[src/rtl/param_serializer_if.sv]
// Handshake and serial-line bundle for param_serializer: the producer side
// drives in_valid/in_data, the serializer drives everything else.
interface param_serializer_if #(
  parameter int DATA_W = 10
);
  logic              in_valid;
  logic              in_ready;
  logic [DATA_W-1:0] in_data;
  logic              serial_out;
  logic              serial_valid;
  logic              frame_start;
  logic              busy;

  modport master (
    output in_valid, in_data,
    input  in_ready, serial_out, serial_valid, frame_start, busy
  );

  modport slave (
    input  in_valid, in_data,
    output in_ready, serial_out, serial_valid, frame_start, busy
  );
endinterface

[src/rtl/param_serializer.sv]
// Parallel-to-serial converter with a one-word holding buffer for gap-free frames.
// Optional trailing parity bit enabled by defining SERIALIZER_PARITY_EN.
module param_serializer #(
  parameter int DATA_W     = 10,
  parameter bit MSB_FIRST  = 1'b1,
  parameter bit IDLE_LEVEL = 1'b0,
  parameter bit PARITY_ODD = 1'b0
) (
  input  logic                clk,
  input  logic                reset,
  param_serializer_if.slave   bus
);
  localparam int CW = (DATA_W > 2) ? $clog2(DATA_W) : 1;

  localparam logic [1:0] S_IDLE  = 2'd0;
  localparam logic [1:0] S_SHIFT = 2'd1;
`ifdef SERIALIZER_PARITY_EN
  localparam logic [1:0] S_PARITY = 2'd2;
`endif

  logic [1:0]        r_state;
  logic [DATA_W-1:0] r_shreg;
  logic [CW-1:0]     r_cnt;
  logic [DATA_W-1:0] r_hold;
  logic              r_hold_full;
  logic              r_sout;
  logic              r_svalid;
  logic              r_fstart;
  logic              r_busy;
`ifdef SERIALIZER_PARITY_EN
  logic              r_par;
`else
  logic              w_unused_parity;
  assign w_unused_parity = &{1'b0, PARITY_ODD};
`endif

  logic              w_accept;
  logic              w_last;
  logic              w_load;
  logic              w_hold_full_n;
  logic [1:0]        w_state_n;
  logic              w_hold_edge;
  logic              w_sh_edge;
  logic [DATA_W-1:0] w_hold_shift;
  logic [DATA_W-1:0] w_sh_shift;

  // Shift direction is fixed at elaboration; the bit leaving the edge is the one sent.
  generate
    if (MSB_FIRST) begin : g_msb
      assign w_hold_edge  = r_hold[DATA_W-1];
      assign w_sh_edge    = r_shreg[DATA_W-1];
      assign w_hold_shift = {r_hold[DATA_W-2:0], 1'b0};
      assign w_sh_shift   = {r_shreg[DATA_W-2:0], 1'b0};
    end else begin : g_lsb
      assign w_hold_edge  = r_hold[0];
      assign w_sh_edge    = r_shreg[0];
      assign w_hold_shift = {1'b0, r_hold[DATA_W-1:1]};
      assign w_sh_shift   = {1'b0, r_shreg[DATA_W-1:1]};
    end
  endgenerate

  assign w_accept = bus.in_valid && !r_hold_full;
  assign w_last   = (r_cnt == CW'(DATA_W - 1));

  always_comb begin
    w_state_n = r_state;
    w_load    = 1'b0;
    case (r_state)
      S_IDLE: begin
        if (r_hold_full) begin
          w_state_n = S_SHIFT;
          w_load    = 1'b1;
        end
      end
      S_SHIFT: begin
        if (w_last) begin
`ifdef SERIALIZER_PARITY_EN
          w_state_n = S_PARITY;
`else
          // Frame end: reload straight from the buffer so no idle cycle appears.
          w_state_n = r_hold_full ? S_SHIFT : S_IDLE;
          w_load    = r_hold_full;
`endif
        end
      end
`ifdef SERIALIZER_PARITY_EN
      S_PARITY: begin
        w_state_n = r_hold_full ? S_SHIFT : S_IDLE;
        w_load    = r_hold_full;
      end
`endif
      default: w_state_n = S_IDLE;
    endcase
  end

  assign w_hold_full_n = w_load ? 1'b0 : (r_hold_full | w_accept);

  always_ff @(posedge clk) begin
    if (reset) begin
      r_state     <= S_IDLE;
      r_shreg     <= '0;
      r_cnt       <= '0;
      r_hold      <= '0;
      r_hold_full <= 1'b0;
      r_sout      <= IDLE_LEVEL;
      r_svalid    <= 1'b0;
      r_fstart    <= 1'b0;
      r_busy      <= 1'b0;
`ifdef SERIALIZER_PARITY_EN
      r_par       <= 1'b0;
`endif
    end else begin
      r_state     <= w_state_n;
      r_hold_full <= w_hold_full_n;
      r_busy      <= (w_state_n != S_IDLE) || w_hold_full_n;
      r_fstart    <= 1'b0;
      if (w_accept)
        r_hold <= bus.in_data;

      if (w_load) begin
        r_shreg  <= w_hold_shift;
        r_sout   <= w_hold_edge;
        r_svalid <= 1'b1;
        r_fstart <= 1'b1;
        r_cnt    <= '0;
`ifdef SERIALIZER_PARITY_EN
        r_par    <= (^r_hold) ^ PARITY_ODD;
`endif
      end else if (r_state == S_SHIFT && !w_last) begin
        r_shreg  <= w_sh_shift;
        r_sout   <= w_sh_edge;
        r_svalid <= 1'b1;
        r_cnt    <= r_cnt + 1'b1;
`ifdef SERIALIZER_PARITY_EN
      end else if (r_state == S_SHIFT) begin
        r_sout   <= r_par;
        r_svalid <= 1'b1;
`endif
      end else begin
        r_sout   <= IDLE_LEVEL;
        r_svalid <= 1'b0;
      end
    end
  end

  assign bus.in_ready     = !r_hold_full;
  assign bus.serial_out   = r_sout;
  assign bus.serial_valid = r_svalid;
  assign bus.frame_start  = r_fstart;
  assign bus.busy         = r_busy;
endmodule

[src/flat_wrapper.sv]
// flat-port wrapper written by rule: the top's interface ports become plain ports
module param_serializer_flat 
#(
  parameter int DATA_W     = 10,
  parameter bit MSB_FIRST  = 1'b1,
  parameter bit IDLE_LEVEL = 1'b0,
  parameter bit PARITY_ODD = 1'b0
)
  (clk, reset, bus_in_valid, bus_in_data, bus_in_ready, bus_serial_out, bus_serial_valid, bus_frame_start, bus_busy);
  param_serializer_if #(.DATA_W(DATA_W)) bus_i ();
  input  logic clk;
  input  logic reset;
  input wire logic [$bits(bus_i.in_valid)-1:0] bus_in_valid;
  input wire logic [$bits(bus_i.in_data)-1:0] bus_in_data;
  output wire logic [$bits(bus_i.in_ready)-1:0] bus_in_ready;
  output wire logic [$bits(bus_i.serial_out)-1:0] bus_serial_out;
  output wire logic [$bits(bus_i.serial_valid)-1:0] bus_serial_valid;
  output wire logic [$bits(bus_i.frame_start)-1:0] bus_frame_start;
  output wire logic [$bits(bus_i.busy)-1:0] bus_busy;
  assign bus_i.in_valid = bus_in_valid;
  assign bus_i.in_data = bus_in_data;
  assign bus_in_ready = bus_i.in_ready;
  assign bus_serial_out = bus_i.serial_out;
  assign bus_serial_valid = bus_i.serial_valid;
  assign bus_frame_start = bus_i.frame_start;
  assign bus_busy = bus_i.busy;
  param_serializer #(.DATA_W(DATA_W), .MSB_FIRST(MSB_FIRST), .IDLE_LEVEL(IDLE_LEVEL), .PARITY_ODD(PARITY_ODD)) u_core (.clk(clk), .reset(reset), .bus(bus_i));
endmodule
[config.mk]
export PLATFORM = sky130hd
export DESIGN_NAME = param_serializer_flat
export DESIGN_NICKNAME = d
export VERILOG_FILES = /design/src/rtl/param_serializer_if.sv /design/src/rtl/param_serializer.sv /design/src/flat_wrapper.sv
export SDC_FILE = /design/constraint.sdc
export NUM_CORES = 1
export LEC_CHECK = 0
export CAP_MARGIN = 30
export CORE_ASPECT_RATIO = 1.75
export CORE_MARGIN = 2
export CORE_UTILIZATION = 47
export CTS_CLUSTER_SIZE = 8
export DETAILED_ROUTE_END_ITERATION = 10
export HOLD_SLACK_MARGIN = 0.15
export PLACE_DENSITY = 0.81
export SETUP_SLACK_MARGIN = 0.15
export SYNTH_ARGS = -nofsm -noshare
export SYNTH_HDL_FRONTEND = slang
export SYNTH_SLANG_ARGS = --single-unit
[constraint.sdc]
create_clock -name clk -period 1.4 [get_ports clk]
set_clock_uncertainty 0.05 [all_clocks]
set_input_delay 0.14 -clock clk [delete_from_list [all_inputs] [get_ports clk]]
set_output_delay 0.14 -clock clk [all_outputs]
set_load 0.02 [all_outputs]
==> results of run 1 <==
## repair_timing
action	in CTS	in global routing
gates cloned	1	0
endpoints found under the hold margin	0	0
setup buffers	3	2
gates resized for setup	15	9
setup endpoints to repair	26	21
pin swaps	4	9
## flip-flops by register name, summed over array words and instances (netlist names)
register	flops
u_core.bus.serial_out	1
u_core.r_shreg	9
u_core.r_cnt	4
u_core.bus.busy	1
u_core.r_hold_full	1
u_core.bus.serial_valid	1
u_core.bus.frame_start	1
u_core.r_state	2
u_core.r_hold	10
## per-stage QoR
stage / cell area, µm² / setup WS, ns / total power (W) / hold slack (ns)
5_1_grt: 1750 / 0.00257 / 0.00188 / 0.370
3_3_place_gp: 1560 / 0.0322 / 0.00117 / 0.391
6_report: 1750 / 0.0412 / 0.00181 / 0.358
3_5_place_dp: 1560 / -0.0361 / 0.00118 / 0.397
2_1_floorplan: 1320 / 0.108 / 0.00108 / 0.226
4_1_cts: 1700 / 0.0194 / 0.00181 / 0.355
## worst max-delay path: cells and delay by family, from the launching register on
| kind | cells | cell delay, ns |
|---|---|---|
| fa+ha+maj | 1 | 0.17 |
| simple gates | 1 | 0.12 |
| flops | 1 | 0.33 |
| compound gates | 2 | 0.52 |
| buf+inv | 1 | 0.06 |
## per-layer routing
| metal | part of all wire, % | vias to the layer above | GRT usage, % |
|---|---|---|---|
| li1 | - | 548 | - |
| met1 | 38 | 528 | 21.1 |
| met2 | 56 | 20 | 39.2 |
| met3 | 3.0 | 10 | 5.16 |
| met4 | 3.3 | 0 | 11.8 |
| met5 | 0 | - | 0 |
## layout make-up
| type | instances | area, µm² | area share [%] |
|---|---|---|---|
| flip-flops and latches | 30 | 612 | 35.0 |
| well taps | 27 | 33.8 | 1.93 |
| clock buffers | 7 | 76.3 | 4.36 |
| repair buffers | 32 | 284 | 16.2 |
| multi-input cells | 91 | 707 | 40.4 |
| inverters | 9 | 36.3 | 2.07 |
## cells in the final DEF (no fill, tap or decap), drive strengths merged
cell type / instances
a31oi: 6
a211oi: 2
a2111oi: 1
nand3: 4
or3: 1
o32ai: 1
dlygate4sd2: 5
and4bb: 1
a21o: 2
clkbuf: 7
inv: 9
dfxtp: 30
nand2b: 3
o21bai: 1
nand2: 23
o21ai: 2
conb: 1
nor2: 5
buf: 15
o2111a: 2
and3: 1
clkdlybuf4s50: 12
nor3: 4
mux2i: 1
a21oi: 14
a211o: 2
nor2b: 2
nand3b: 4
ha: 2
o221a: 6
## power breakdown
group	internal [W]	leakage, nW	switching, W	total, W
Clock	0.000341	0.0383	0.000292	0.000633
Combinational	0.000120	0.435	0.000117	0.000238
Sequential	0.000902	0.248	0.0000344	0.000936
Total	0.00136	0.721	0.000444	0.00181
## final timing paths
| kind | start | to | slack (ns) |
|---|---|---|---|
| max | u_core.r_cnt[1]$_SDFFE_PP0P_ | u_core.r_shreg[6]$_SDFFE_PP0P_ | 0.04 |
| min | bus_in_data[6] | u_core.r_hold[6]$_SDFFE_PP0P_ | 0.36 |
| max reg2reg | u_core.r_cnt[1]$_SDFFE_PP0P_ | u_core.r_shreg[6]$_SDFFE_PP0P_ | 0.04 |
| min reg2reg | u_core.r_hold[7]$_SDFFE_PP0P_ | u_core.r_hold[7]$_SDFFE_PP0P_ | 0.41 |
## cells by family after synthesis
| kind of cell | Yosys count |
|---|---|
| flops | 30 |
| other cells | 1 |
| buf+inv | 17 |
| simple gates | 47 |
| fa+ha+maj | 2 |
| compound gates | 39 |
| mux | 1 |
==> run metrics, run 1 <==
outcome=finished clean; vias in the first global route=~1200; pwr dens=slightly above 1000 nW/µm²; r2r worst-path depth=5; Avg Vias per Cell=between 5 and 6; CP max FO=8; Synth Area in Adders=1.93%; proportion of synthesized area in mux cells=less than 1%; ys async rst share=0%; Synth Register Bits=30; Synth Area in Simple Gates=between 20 and 25%; CORE AREA=between 2000 and 3000 µm²; io pins=18; Compound-Gate Fraction of Synth Area=about 25%; peak supply drop=around 1100 µV; Routed WL=approximately 3 mm; Finished Layout Cells=around 200; area leader, netlist=dfxtp_1; Yosys cell types=37; slowest library cell on the worst path=dfxtp_2; clock tree root driver cell=clkbuf_8; critical path type=register to register; clk_lat worst skew=~0.28 ns; placed cells=between 150 and 200; post-synthesis sequential area ratio=46.2%; Hold Buf Count CTS=0; RSZ-0062 raised after global routing=true; largest net degree at the start of global routing=11; Setup crit start kind=register; DR pass1 iterations=4; total track usage=a little over a fifth; Critical Path AT=between 1 and 1.5 ns; Vias=about 1100; Port Buffers=17; Clock Path Buffers=2; layout cell share with drive strength beyond 1=27.2%; grt ovf=0; Syn Nets=152; Die Height=~74 µm; fmax=roughly 0.74 GHz; xor and xnor fraction of the mapped netlist area=0%; DR WL/cell=about 15 µm; DIE WIDTH=43.7 µm; row count=25; total die area=around 3200 µm²; synth top area cells=dfxtp_1 (46%), nand2_1 (6.6%), o221a_1 (5.2%), a21oi_1 (5.0%), a31oi_1 (2.9%); Post-synth EDFFs=0; post-route ant nets=0; synthesis warning total=0; DRC viols=0; crit path capture type=register; HP Class=primary input to register; final core occ=approximately two thirds; antenna violations before repair=0; crit-path cells=inv_4 -> ha_4 -> nand3b_4 -> a21o_4 -> o221a_1; Clk pin slew, worst setup/hold paths=approximately 0.060 ns; # setup viols final=0; cts bufs inserted=5; fill count=between 200 and 250; first-pass GRT wire length=approximately 5.0 mm; dominant synthesized flop cell=dfxtp_1; final period utilization=between 90% and 100%; routability cong.=0.801; Synth Area per Inst=approximately 9.5 µm²; final hold vios=0; synthesized area=about 1300 µm²; most numerous cell in the Yosys netlist=dfxtp_1; Area Growth Syn to Fin=34.7%; Final Max Slew Viols=0; diodes inserted=0; Initial Util=48.8%; top cells by count, synth=dfxtp_1 (30), nand2_1 (23), a21oi_1 (13), inv_1 (9); Syn Inst Count=~140; P_leak=0.721 nW; CTS tree=built; CTS Sinks=30; Iter 0 DRT Violations=32; HPWL Detailed=about 2.1 mm; main combinational cell family by area after synthesis=compound AO/OA/AOI/OAI gates; H-tree levels=2; Slowest Stage Delay on Critical Path=between 0.3 and 0.4 ns; minimum clock period=around 1.4 ns; max-cap check violation count=0; Req. time, crit path=roughly 1.5 ns; Layout Nets=between 150 and 200; top-area cell type share of the netlist area=46.2%; final setup TNS=0 ns; Worst Hold Depth=3
Note: power is estimated with default switching activity, not from simulation.
==> run 2: changes to the inputs <==
--- a/config.mk
+++ b/config.mk
@@ -7,7 +7,6 @@
 export LEC_CHECK = 0
 export CAP_MARGIN = 30
 export CORE_ASPECT_RATIO = 1.75
-export CORE_MARGIN = 2
 export CORE_UTILIZATION = 47
 export CTS_CLUSTER_SIZE = 8
 export DETAILED_ROUTE_END_ITERATION = 10
==> run metrics, run 2 (synthesis gave the netlist of run 1 again) <==
P_leak=0.721 nW; H-tree levels=2; Area Growth Syn to Fin=33.7%; max reg flops=10; most frequent cells in the layout=dfxtp_1 (25), nand2_1 (22), a21oi_1 (13); footprint of the multi-input gates=roughly 700 µm²; layout cell share with drive strength beyond 1=a little over a quarter; clk_lat worst skew=between 0.2 and 0.3 ns; Iter 0 DRT Violations=31; final period utilization=approximately 98%; DRC viols=0; Die Height=~72 µm; CTS Sinks=30; fmax=about 0.73 GHz; Clk pin slew, worst setup/hold paths=about 0.060 ns; Req. time, crit path=~1.5 ns; Sw Pwr=between 0.0004 and 0.0005 W; Comb pwr share=between 10% and 20%; register area=slightly above 600 µm²; vias in the first global route=around 1100; largest registers=u_core.r_hold (10), u_core.r_shreg (9), u_core.r_cnt (4); crit-path cells=inv_2 -> ha_4 -> and4bb_4 -> nor2_8 -> o2111a_1; outcome=finished clean; Final Max Slew Viols=0; total die area=approximately 3000 µm²; Initial Util=50.9%; cts bufs inserted=5; Setup crit start kind=register; final setup TNS=0 ns; first-pass GRT wire length=slightly below 5 mm; DIE WIDTH=41.7 µm; total track usage=21.9%; Switching Fraction=24.7%; critical path type=register to register; CORE AREA=2550 µm²; Critical Path AT=~1.5 ns; internal power=between 0.001 and 0.0015 W; peak supply drop=between 700 and 800 µV; Flop pwr share=between 50% and 60%; antenna violations before repair=0; HP Class=primary input to register; slowest library cell on the worst path=dfxtp_2; Vias=~1100; clock share of power=between 30% and 40%; final hold vios=0; Avg Vias per Cell=5.61; # setup viols final=0; crit path capture type=register; final hold slack=0.358 ns; RSZ-0062 raised after global routing=true; Routed WL=between 2 and 3 mm; pwr dens=1040 nW/µm²; Slowest Stage Delay on Critical Path=about 0.33 ns; Port Buffers=17; Clock Path Buffers=2; routability cong.=0.785; io pins=18; diodes inserted=0; CTS tree=built; DR pass1 iterations=4; minimum clock period=approximately 1.4 ns; leading cell type in the layout, fill and taps excluded=dfxtp_1; HPWL Detailed=about 1.9 mm; max-cap check violation count=0; DR WL/cell=about 15 µm; clock tree root driver cell=clkbuf_8; CP max FO=5; post-route ant nets=0; Pwr Total=about 0.0018 W; fill count=roughly 200; Layout Nets=around 180; largest net degree at the start of global routing=19; Top reg by flops=u_core.r_hold; row count=24; grt ovf=0
run 2: worst max-delay path: cells and delay by family, from the launching register on:
family | cells | cell delay (ns)
AND/OR/NAND/NOR | 2 | 0.40
flip-flops | 1 | 0.33
AO/OA/AOI/OAI | 1 | 0.25
adder cells (fa/ha/maj) | 1 | 0.17
buffers and inverters | 1 | 0.07
run 2: cell type report:
class                      count  area share, %
sequential                    30           35.1
multi-input combinational     92           40.3
clock buffer                   7           4.39
timing repair buffer          31           16.4
inverter                       9           1.95
tap                           26           1.87
run 2: per-layer routing:
metal  vias to the layer above  wire, µm  track usage (%)
met5                         -         0                0
met4                         0        59             10.0
met3                         6        92             6.80
met2                        19      1600             39.2
met1                       520      1120             22.7
li1                        548         -                -
run 2: path summary, 6_finish.rpt:
kind | slack, ns | start | cells after the start | endpoint
worst max-delay path | 0.02 | u_core.r_cnt[1]$_SDFFE_PP0P_ | 5 | u_core.r_shreg[9]$_SDFFE_PP0P_
worst min-delay path | 0.36 | bus_in_data[2] | 3 | u_core.r_hold[2]$_SDFFE_PP0P_
worst max register to register | 0.02 | u_core.r_cnt[1]$_SDFFE_PP0P_ | 5 | u_core.r_shreg[9]$_SDFFE_PP0P_
worst min register to register | 0.41 | u_core.r_hold[9]$_SDFFE_PP0P_ | 2 | u_core.r_hold[9]$_SDFFE_PP0P_
run 2: what timing repair did:
action / CTS / global route
gates resized for setup: 12 / 6
buffers inserted: 6 / 1
endpoints found under the setup margin: 19 / 18
cloned: 1 / 1
pin swaps: 2 / 4
hold buffers: 0 / 0
run 2: metrics by stage:
| stage | std cells | cell area (µm²) | setup WS (ns) | utilization (%) |
|---|---|---|---|---|
| floorplan | 137 | 1320 | 0.108 | - |
| global placement | 179 | 1540 | 0.0433 | 60.5 |
| detailed placement | 179 | 1540 | -0.0130 | 60.5 |
| CTS | 193 | 1690 | 0.0436 | 66.3 |
| global route | 195 | 1740 | -0.00335 | 68.0 |
| finish | 195 | 1740 | 0.0237 | 68.0 |
run 2: power groups by stage:
stage,clock network (W),logic [W],registers (W)
finish,0.000640,0.000231,0.000937
global route,0.000687,0.000254,0.000942
CTS,0.000654,0.000224,0.000935
detailed placement,0,0.000220,0.000954
global placement,0,0.000212,0.000952
floorplan,0,0.000131,0.000949
==> run 3: changes to the inputs <==
--- a/config.mk
+++ b/config.mk
@@ -7,11 +7,12 @@
 export LEC_CHECK = 0
 export CAP_MARGIN = 30
 export CORE_ASPECT_RATIO = 1.75
-export CORE_UTILIZATION = 47
+export CORE_UTILIZATION = 50
+export CTS_BUF_LIST = sky130_fd_sc_hd__clkbuf_8
 export CTS_CLUSTER_SIZE = 8
 export DETAILED_ROUTE_END_ITERATION = 10
 export HOLD_SLACK_MARGIN = 0.15
-export PLACE_DENSITY = 0.81
+export PLACE_DENSITY = 0.85
 export SETUP_SLACK_MARGIN = 0.15
 export SYNTH_ARGS = -nofsm -noshare
 export SYNTH_HDL_FRONTEND = slang
==> run metrics, run 3 (synthesis gave the netlist of run 1 again) <==
Routed WL=between 3 and 4 mm; DR pass1 iterations=4; largest net degree at the start of global routing=11; Finished Layout Cells=slightly below 200; DRC viols=0; critical path type=register to register; CTS tree=built; Clock Path Buffers=2; row count=24; Req. time, crit path=roughly 1.5 ns; fill count=about 190; max-cap check violation count=0; min setup slack post-route=0.0275 ns; io pins=18; H-tree levels=2; total die area=between 2000 and 3000 µm²; max reg flops=10; cts bufs inserted=5; layout cell share with drive strength beyond 1=slightly below 30%; grt ovf=0; routability cong.=0.806; largest registers=u_core.r_hold (10), u_core.r_shreg (9), u_core.r_cnt (4); Top reg by flops=u_core.r_hold; diodes inserted=0; fmax=about 0.73 GHz; crit path capture type=register; final hold slack=around 0.36 ns; Die Height=approximately 70 µm; placed cells=182; P_leak=roughly 0.73 nW; post-route ant nets=0; final period utilization=a little over nine tenths; clk_lat worst skew=0.28 ns; Area Growth Syn to Fin=35.8%; footprint of the multi-input gates=about 710 µm²; Final Max Slew Viols=0; most frequent cells in the layout=dfxtp_1 (25), nand2_1 (22), buf_4 (14); CP max FO=7; register area=around 610 µm²; outcome=finished clean; final hold vios=0; HP Class=primary input to register; Avg Vias per Cell=5.85; antenna violations before repair=0; DIE WIDTH=roughly 40 µm; peak supply drop=about 940 µV; total track usage=~24%; Layout Nets=approximately 190; minimum clock period=approximately 1.4 ns; setup slack at placement=~0.0024 ns; pwr dens=around 1000 nW/µm²; Vias=roughly 1100; vias in the first global route=approximately 1100; Hold Buf Count CTS=0; Port Buffers=17; Iter 0 DRT Violations=between 40 and 50; clock tree root driver cell=clkbuf_8; Initial Util=~53%; DR WL/cell=15.7 µm; CORE AREA=around 2500 µm²; RSZ-0062 raised after global routing=true; leading cell type in the layout, fill and taps excluded=dfxtp_1; first-pass GRT wire length=between 4 and 5 mm; HPWL Detailed=about 2.1 mm; # setup viols final=0; Setup crit start kind=register; Clk pin slew, worst setup/hold paths=around 0.060 ns; CTS Sinks=30; Critical Path AT=1.49 ns; final setup TNS=0 ns
-- run 3: final timing paths --
check / start / endpoint / slack (ns) / depth (start not counted)
max: u_core.r_cnt[1]$_SDFFE_PP0P_ / u_core.r_shreg[2]$_SDFFE_PP0P_ / 0.03 / 5
min: bus_in_data[9] / u_core.r_hold[9]$_SDFFE_PP0P_ / 0.36 / 3
max reg2reg: u_core.r_cnt[1]$_SDFFE_PP0P_ / u_core.r_shreg[2]$_SDFFE_PP0P_ / 0.03 / 5
min reg2reg: u_core.r_hold[1]$_SDFFE_PP0P_ / u_core.r_hold[1]$_SDFFE_PP0P_ / 0.41 / 2
-- run 3: layer usage --
metal / wire length (µm) / GRT usage, %
met1: 1100 / 23.5
met2: 1740 / 40.7
met3: 94 / 7.05
met4: 124 / 15.2
met5: 0 / 0
-- run 3: power breakdown --
group	switching [W]	internal, W
clock network	0.000294	0.000378
logic	0.000115	0.000120
registers	0.0000352	0.000902
total	0.000444	0.00140
-- run 3: cell type report --
type | instances | area share, %
Timing Repair Buffer | 33 | 16.6
Clock buffer | 6 | 4.68
Tap cell | 26 | 1.84
Inverter | 9 | 1.91
Sequential cell | 30 | 34.7
Multi-Input combinational cell | 91 | 40.3
-- run 3: critical path: stages, from the launching register on --
cell and delay [ns]:
dfxtp_2 0.32, inv_2 0.07, ha_4 0.18, nand3b_4 0.13, a21o_4 0.26, o221a_1 0.25
-- run 3: timing repair --
action | 4_1_cts | 5_1_grt
pin swaps | 5 | 4
endpoints found under the setup margin | 26 | 22
buffers inserted | 5 | 1
cloned | 1 | 0
gates resized for setup | 15 | 11
-- run 3: through the flow --
step           power, W  util [%]  area [µm²]
2_1_floorplan   0.00108         -        1320
3_3_place_gp    0.00117      63.1        1550
3_5_place_dp    0.00118      63.1        1550
4_1_cts         0.00185      69.7        1720
5_1_grt         0.00191      71.6        1760
6_report        0.00184      71.6        1760
